File: config.mk
export PLATFORM = sky130hd
export DESIGN_NAME = is_uart_rx_ctrl
export DESIGN_NICKNAME = d
export VERILOG_FILES = /design/src/rtl/is_pkg_uart_controller.sv /design/src/rtl/is_uart_rx_fifo.sv /design/src/rtl/is_uart_rx_ctrl.sv
export SDC_FILE = /design/constraint.sdc
export NUM_CORES = 1
export LEC_CHECK = 0
export BUFFER_PORTS_ARGS = -buffer_cell sky130_fd_sc_hd__buf_2
export CAP_MARGIN = 20
export CORE_MARGIN = 10
export CORE_UTILIZATION = 30
export CTS_CLUSTER_SIZE = 28
export DETAILED_ROUTE_END_ITERATION = 12
export MAX_ROUTING_LAYER = met4
export PLACE_DENSITY_LB_ADDON = 0.2
export SYNTH_ARGS = -nofsm -noshare
export SYNTH_HDL_FRONTEND = slang
export SYNTH_SLANG_ARGS = --single-unit
export TNS_END_PERCENT = 5
File: constraint.sdc
create_clock -name clk_i -period 5 [get_ports clk_i]
set_input_delay 0 -clock clk_i [delete_from_list [all_inputs] [get_ports clk_i]]
set_output_delay 0 -clock clk_i [all_outputs]
set_load 0.03 [all_outputs]
File: src/rtl/is_pkg_uart_controller.sv
// Shared types and constants for the UART controller blocks.
// The receive FIFO entry layout and the frame bit positions live here.
package is_pkg_uart_controller;

    localparam int RX_DIV_MIN  = 4;
    localparam int RX_STOP_BIT = 9;
    localparam int RX_PAR_BIT  = 8;

    typedef struct packed {
        logic       stop_err;
        logic       par_err;
        logic [7:0] data;
    } rx_entry_t;

    // A frame is bad when either status flag is raised
    function automatic logic rx_entry_bad(input rx_entry_t entry);
        return entry.stop_err | entry.par_err;
    endfunction

endpackage

File: src/rtl/is_uart_rx_fifo.sv
// Show-ahead synchronous FIFO of received frame entries.
// A push is accepted when not full, or when a pop frees a slot in the same cycle.
module is_uart_rx_fifo
    import is_pkg_uart_controller::*;
#(
    parameter int DEPTH = 4
) (
    input  logic      clk_i,
    input  logic      rstn_i,
    input  logic      push_i,
    input  rx_entry_t data_i,
    input  logic      pop_i,
    output rx_entry_t data_o,
    output logic      full_o,
    output logic      empty_o
);

    localparam int AW = (DEPTH > 1) ? $clog2(DEPTH) : 1;
    localparam int PW = AW + 1;

    rx_entry_t       mem_r [DEPTH];
    logic [PW-1:0]   wr_ptr_r;
    logic [PW-1:0]   rd_ptr_r;
    logic            wr_en_s;
    logic            rd_en_s;

    // Extra pointer bit separates full from empty when the indices match
    assign empty_o = (wr_ptr_r == rd_ptr_r);
    assign full_o  = (wr_ptr_r[AW] != rd_ptr_r[AW]) &&
                     (wr_ptr_r[AW-1:0] == rd_ptr_r[AW-1:0]);
    assign rd_en_s = pop_i & ~empty_o;
    assign wr_en_s = push_i & (~full_o | rd_en_s);
    assign data_o  = mem_r[rd_ptr_r[AW-1:0]];

    // Pointer and storage update
    always_ff @(posedge clk_i or negedge rstn_i) begin
        if (!rstn_i) begin
            wr_ptr_r <= '0;
            rd_ptr_r <= '0;
            for (int i = 0; i < DEPTH; i++) begin
                mem_r[i] <= '0;
            end
        end else begin
            if (wr_en_s) begin
                mem_r[wr_ptr_r[AW-1:0]] <= data_i;
                wr_ptr_r                <= wr_ptr_r + PW'(1);
            end
            if (rd_en_s) begin
                rd_ptr_r <= rd_ptr_r + PW'(1);
            end
        end
    end

endmodule

File: src/rtl/is_uart_rx_ctrl.sv
// UART receive controller: RXD synchroniser, mid-bit strobe generator,
// frame FIFO with valid/ready read port, overrun and error statistics.
module is_uart_rx_ctrl
    import is_pkg_uart_controller::*;
#(
    parameter int DEPTH = 4,
    parameter int DIV_W = 16,
    parameter int CNT_W = 8
) (
    input  logic             clk_i,
    input  logic             rstn_i,
    input  logic             rxd_i,
    input  logic             cfg_en_i,
    input  logic [DIV_W-1:0] cfg_div_i,
    input  logic             clr_i,
    output logic             rxd_rg_o,
    output logic             rx_ce_o,
    input  logic             rxct_r_i,
    input  logic             rx_data_en_i,
    input  logic [9:0]       rx_data_t_i,
    output logic             rd_valid_o,
    input  logic             rd_ready_i,
    output logic [7:0]       rd_data_o,
    output logic [1:0]       rd_flags_o,
    output logic             ovr_o,
    output logic [CNT_W-1:0] err_cnt_o,
    output logic             busy_o
);

    localparam logic [CNT_W-1:0] CNT_MAX = '1;

    logic             sync1_r;
    logic             sync2_r;
    logic             rxd_rg_r;
    logic [DIV_W-1:0] div_eff_s;
    logic [DIV_W-1:0] bcnt_r;
    logic             rx_ce_r;
    logic             idle_s;
    rx_entry_t        entry_s;
    rx_entry_t        head_s;
    logic             push_s;
    logic             pop_s;
    logic             full_s;
    logic             empty_s;
    logic             bad_s;
    logic             ovr_r;
    logic [CNT_W-1:0] err_cnt_r;

    assign idle_s = rxct_r_i | ~cfg_en_i;

    // Two-flop synchroniser plus output register; disabled receiver looks idle-high
    always_ff @(posedge clk_i or negedge rstn_i) begin
        if (!rstn_i) begin
            sync1_r  <= 1'b1;
            sync2_r  <= 1'b1;
            rxd_rg_r <= 1'b1;
        end else begin
            sync1_r  <= rxd_i;
            sync2_r  <= sync1_r;
            rxd_rg_r <= cfg_en_i ? sync2_r : 1'b1;
        end
    end

    // Clamp the bit period to the minimum the half-bit alignment supports
    always_comb begin
        div_eff_s = cfg_div_i;
        if (cfg_div_i < DIV_W'(RX_DIV_MIN)) begin
            div_eff_s = DIV_W'(RX_DIV_MIN);
        end else begin
            div_eff_s = cfg_div_i;
        end
    end

    // Bit-period down-counter; the strobe is registered so it is high while bcnt is zero
    always_ff @(posedge clk_i or negedge rstn_i) begin
        if (!rstn_i) begin
            bcnt_r  <= '0;
            rx_ce_r <= 1'b0;
        end else if (idle_s) begin
            bcnt_r  <= div_eff_s >> 1;
            rx_ce_r <= 1'b0;
        end else if (bcnt_r == '0) begin
            bcnt_r  <= div_eff_s - DIV_W'(1);
            rx_ce_r <= 1'b0;
        end else begin
            bcnt_r  <= bcnt_r - DIV_W'(1);
            rx_ce_r <= (bcnt_r == DIV_W'(1));
        end
    end

    assign entry_s.stop_err = rx_data_t_i[RX_STOP_BIT];
    assign entry_s.par_err  = ~rx_data_t_i[RX_PAR_BIT];
    assign entry_s.data     = rx_data_t_i[7:0];
    assign bad_s            = rx_entry_bad(entry_s);
    assign push_s           = rx_data_en_i & cfg_en_i;
    assign pop_s            = ~empty_s & rd_ready_i;

    is_uart_rx_fifo #(
        .DEPTH (DEPTH)
    ) u_fifo (
        .clk_i   (clk_i),
        .rstn_i  (rstn_i),
        .push_i  (push_s),
        .data_i  (entry_s),
        .pop_i   (pop_s),
        .data_o  (head_s),
        .full_o  (full_s),
        .empty_o (empty_s)
    );

    // Sticky overrun and saturating bad-frame counter; clear wins
    always_ff @(posedge clk_i or negedge rstn_i) begin
        if (!rstn_i) begin
            ovr_r     <= 1'b0;
            err_cnt_r <= '0;
        end else if (clr_i) begin
            ovr_r     <= 1'b0;
            err_cnt_r <= '0;
        end else begin
            if (push_s & full_s & ~pop_s) begin
                ovr_r <= 1'b1;
            end
            if (push_s & bad_s & (err_cnt_r != CNT_MAX)) begin
                err_cnt_r <= err_cnt_r + CNT_W'(1);
            end
        end
    end

    assign rxd_rg_o   = rxd_rg_r;
    assign rx_ce_o    = rx_ce_r;
    assign rd_valid_o = ~empty_s;
    assign rd_data_o  = head_s.data;
    assign rd_flags_o = {head_s.stop_err, head_s.par_err};
    assign ovr_o      = ovr_r;
    assign err_cnt_o  = err_cnt_r;
    assign busy_o     = ~rxct_r_i & cfg_en_i;

endmodule

# After elaboration in Yosys (flattened, before gate mapping)
# Index checks and enable logic that the tools add are counted.
[word_totals] regBits=75 in_bits=34 out_inout_bits=23 elab_cells=76
[op_classes] addsub=5 magnitude_cmp=4 eq_ne=5 n_mux=16 n_bitwise=20 reduce_logical=5
[op_table] cell="2-to-1 mux 16 bit" n=3
[op_table] cell="bitwise mux 40 bit" n=1
[op_table] cell="subtractor 16 x 1 -> 16 bit (second input constant)" n=2
[op_table] cell="2-to-1 mux 10 bit" n=3
[op_table] cell="binary-select mux 10 bit (select 2 bit)" n=1
[op_table] cell="demux 10 bit (select 2 bit)" n=1
[op_table] cell="equality test 16 x 1 -> 1 bit (second input constant)" n=1
[op_table] cell="zero test 16 bit" n=1
[op_table] cell="< comparator 16 x 3 -> 1 bit (second input constant)" n=1
[op_table] cell="2-to-1 mux 8 bit" n=2
[op_table] cell="bitwise AND 1 bit" n=9
[op_table] cell="adder 8 x 1 -> 8 bit (second input constant)" n=1
[op_table] cell="!= test 8 bit (second input constant)" n=1
[op_table] cell="adder 3 x 1 -> 3 bit (second input constant)" n=2
[op_table] cell="greater-or-equal comparator 3 bit (second input constant)" n=2
[op_table] cell="NOT 1 bit" n=6
[op_table] cell="NOT 2 -> 3 bit" n=2
[op_table] cell="2-to-1 mux 1 bit" n=5
[op_table] cell="nonzero test 2 bit" n=2
[op_table] cell="equality test 3 bit" n=1
[op_table] cell="< comparator 3 x 1 -> 1 bit (second input constant)" n=1
[op_table] cell="OR 1 bit" n=3
[op_table] cell="equality test 2 bit" n=1
[op_table] cell="logical AND 1 bit" n=2
[op_table] cell="!= test 1 bit" n=1

# Longest topological paths before layout
[logic_depth] depth_word=7 depth_mapped=10 ltp_nobuf=9

# By module
# Synthesis repeated with hierarchy kept, for this count alone.
[hier_totals] hier_cells=354 area_unflattened_um2=4219.0
[by_module_without_submodules] mod="is_uart_rx_fifo" instances=1 cells_per_inst=131 area_per_inst_um2=2179.6 seq_area_each_um2=1151.1
[by_module_without_submodules] mod="is_uart_rx_ctrl" instances=1 cells_per_inst=223 area_per_inst_um2=2039.5 seq_area_each_um2=729.4

# Worst setup path before layout
# Ideal clock, no wire load.
[synth_timing] path_type="in2reg" startpoint="input cfg_div_i[6]" endpoint="register bcnt_r[14]" setup_ps=67 t_arrival_ps=2779 required_time_ps=4933 path_slack_ps=2154 stages=10 path_buffers=1 cell_sequence="nor4_1 > nand4_1 > nand2_1 > ha_1 > or4b_1 > or4b_1 > buf_2 > or4_1 > nand3_1 > a32o_1"
[synth_between] elab_chain_len=5
[synth_rtl] item="start, declared" line_no="is_uart_rx_ctrl.sv:14" text="input logic [DIV_W-1:0] cfg_div_i,"
[synth_rtl] item="< comparator 16 x 3 -> 1 bit" line_no="is_uart_rx_ctrl.sv:67" text="if (cfg_div_i < DIV_W'(RX_DIV_MIN)) begin"
[synth_rtl] item="2-to-1 mux 16 bit (*)" line_no="is_uart_rx_ctrl.sv:67"
[synth_rtl] item="subtractor 16 x 1 -> 16 bit" line_no="is_uart_rx_ctrl.sv:83" text="bcnt_r <= div_eff_s - DIV_W'(1);"
[synth_rtl] item="2-to-1 mux 16 bit" line_no="is_uart_rx_ctrl.sv:82" text="end else if (bcnt_r == '0) begin"
[synth_rtl] item="2-to-1 mux 16 bit (*)" line_no="is_uart_rx_ctrl.sv:79" text="end else if (idle_s) begin"
[synth_rtl] item="end signal, assigned" line_no="is_uart_rx_ctrl.sv:80" text="bcnt_r <= div_eff_s >> 1;"
[synth_rtl] item="end signal, assigned" line_no="is_uart_rx_ctrl.sv:83"
[synth_rtl] item="end signal, assigned" line_no="is_uart_rx_ctrl.sv:86" text="bcnt_r <= bcnt_r - DIV_W'(1);"
[synth_rtl] item="end, declared" line_no="is_uart_rx_ctrl.sv:36" text="logic [DIV_W-1:0] bcnt_r;"
# Every way passes the cells marked *; elsewhere a longest branch is shown, timed or not.
# A chain may end at the register's enable or synchronous reset.

# Final worst setup path
[layout_timing] startpoint="input cfg_div_i[15]" endpoint="register bcnt_r[14]"
# The elaborated chain is that of the path after synthesis.

==> results_dict.tcl <==
set metrics [dict create \
    dp_cells 585 \
    power.density_mw_per_mm2 489 \
    area_delta_synth_final_pct 25.5 \
    cts_tree "built" \
    synthFlopType "dfrtp_1" \
    n_antenna_cell 0 \
    syn_inst 368 \
    critPathLaunch "cfg_div_i[15]" \
    synth_warnings 0 \
    num_io_pins 57 \
    place.gp.congestion 0.849 \
    clock.fmax_mhz 282 \
    synth_top_area_share_pct 44.9 \
    critPathRequiredTime_ns 5.27 \
    cts_made_buffers 9 \
    synth_common_cells "dfrtp_1 (72), mux2_2 (38), nand2_1 (28)" \
    slew_headroom_pct 35.6 \
    layout-drive-gt1-share_pct 28.9 \
    fin_hold_ws_ns 0.0571 \
    clkSinkCount 75 \
    p_leak_nw 2.14 \
    clockBufferDepth 2 \
    wl_mm 9.87 \
    finalSetupViolCount 0 \
    status "finished, final reports clean" \
    antenna_found_initial 0 \
    netlist_area_sq_mm 0.00402 \
    regArea_sq_mm 0.00188 \
    crit_type "in2reg" \
    io_buffers 56 \
    ys_seq_elements 75 \
    fill_cells 1313 \
    cts_max_level 3 \
    insertion_delay_ns 0.33 \
    dieHeight_um 136 \
    yosysSeqAreaShare_pct 46.8 \
    synth_edf_count 0 \
    rows 42 \
    dieArea_sq_mm 0.0184 \
    finalCriticalPeriod_ns 3.54 \
    cp.arrival_ns 3.81 \
    synth_top_cell_by_area "dfrtp_1" \
    overflow 0 \
    worstSetupEndpointType "register" \
    initial_core_util_pct 30.4 \
    grt.total_usage_pct 11.5 \
    finalSetupTns_ns 0 \
    num-nets-final 493 \
    die-width_um 136 \
    clkTransAtPathRegs_ns 0.06 \
    final_util_pct 38.2 \
    clockRootBuffer "clkbuf_16" \
    rr_startpoint "u_fifo.rd_ptr_r[0]" \
    drt-initial-drc-count 223 \
    drc 0 \
    yosysMostFrequentCell "dfrtp_1" \
    crit_fanout 9 \
    drv_cap 0 \
    fin_worst_skew_ns 0.00468 \
    crit_path_start_kind "primary input" \
    multi_input_area_sq_mm 0.00204 \
    period_share_pct 70.9 \
    rsz0062_at_grt "false" \
    netlist-cell-type-count 49 \
    dpl.hpwl_mm 6.86 \
    grt_max_degree 76 \
    drt-vias-per-instance 5.01 \
    first_global_vias 3174 \
    finalNonFillerCells 629 \
    design.core.area_sq_mm 0.0132 \
    min_from "cfg_div_i[2]" \
    holdCritPathClass "in2reg" \
    async_reset_ff_share_pct 100 \
    syn_area_per_cell_sq_um 10.9 \
    syn_nets 412 \
    ir_drop_uv 161 \
    hold_viol_final 0 \
    postRouteAntennaNets 0 \
    dr.pass1.iters 4 \
    grt_first_pass_wirelength_mm 16.5 \
    wl_per_cell_um 15.7 \
    worstMarginPinSlew_ns 0.966 \
    vias 3152 \
    maxSlewViolCount 0 \
    synth_area_leaders "dfrtp_1 (45%), mux2_2 (11%), mux4_2 (5.6%)" \
]
[kinds of logic (layout without fill, tap and decap cells)]
family | Yosys count | in the layout | synth area share [%]
compound gates | 67 | 67 | 10.4
xor+xnor | 20 | 20 | 4.36
fa+ha+maj | 10 | 10 | 3.12
buf+inv | 24 | 109 | 2.40
flops | 75 | 75 | 46.8
mux | 50 | 50 | 16.8
simple gates | 122 | 122 | 16.1
[cell usage in the layout, fill, tap and decap left out, types with 3 or more instances in the layout]
cell	Yosys	routed
nor4_1	8	8
mux2_2	38	38
nand4_1	6	6
dfstp_2	3	3
nor2_1	19	19
xor2_1	11	11
xnor2_1	9	9
or4b_1	3	3
inv_1	9	9
dlygate4sd3_1	0	29
a22o_1	3	3
or2_2	4	4
mux4_2	10	10
o211ai_1	4	4
or3_1	4	4
or4_1	8	8
o21ai_0	27	27
and3_1	6	6
nand3_1	15	15
dfrtp_1	72	72
buf_2	1	55
a21oi_1	14	14
nor3_1	11	11
ha_1	10	10
clkbuf_16	0	9
nand2_1	28	28
[report_power, final]
| group | switching (mW) | internal, mW | total [mW] |
|---|---|---|---|
| clock | 0.256 | 0.384 | 0.640 |
| sequential | 0.156 | 0.809 | 0.964 |
| combinational | 0.440 | 0.419 | 0.858 |
[registers in the layout (all words and copies together), names as in the netlist]
signal	count
u_fifo.mem_r	40
bcnt_r	16
err_cnt_o	8
u_fifo.rd_ptr_r	3
u_fifo.wr_ptr_r	3
ovr_o	1
rx_ce_o	1
rxd_rg_o	1
sync1_r	1
sync2_r	1
[worst max-delay path: stages]
cell,delay [ns]
dlygate4sd3_1,0.52
buf_2,0.15
nor4_1,0.49
nand4_1,0.38
nand2_1,0.21
ha_1,0.22
or4b_1,0.46
or4b_1,0.64
or4_1,0.50
nand3_1,0.10
a32o_1,0.15
[timing repair]
item | 4_1_cts | 5_1_grt
resized for setup | 0 | 0
buffers inserted | 0 | 0
hold endpoints to repair | 139 | 0
hold buffers | 29 | 0
[path summary, 6_finish.rpt]
kind                                     to  slack, ns  cells after the start
setup / recovery                 bcnt_r[14]       1.46                     11
hold / removal                    bcnt_r[1]       0.06                      3
setup reg to reg            u_fifo.mem_r[1]       2.40                      4
hold reg to reg                     sync2_r       0.36                      0
max in group asynchronous  u_fifo.mem_r[12]       4.02                      2
min in group asynchronous  u_fifo.mem_r[30]       0.37                      2
[stage by stage]
| stage | setup WS, ns | power (mW) | instance area (sq um) |
|---|---|---|---|
| after detailed placement | 1.64 | 1.84 | 4460 |
| after global routing | 1.19 | 2.63 | 5040 |
| after CTS | 1.44 | 2.52 | 5040 |
| after floorplan | 2.15 | 1.59 | 4020 |
| final | 1.46 | 2.46 | 5040 |
| after global placement | 1.72 | 1.81 | 4460 |
[routing by layer]
metal / vias up / part of all wire, % / track usage (%)
met3: 5 / 4.6 / 3.49
met1: 1540 / 47 / 14.4
li1: 1528 / - / -
met2: 79 / 48 / 17.5
met4: 0 / 0.73 / 3.05
met5: - / 0 / -
[final cells by class]
cell class	instances	share of cell area [%]
multi-input cells	269	40.5
clock inverters	6	1.34
well taps	176	4.37
clock buffers	9	4.47
repair buffers	85	11.4
flip-flops and latches	75	37.3
inverters	9	0.670
Note: power is estimated with default switching activity, not from simulation.
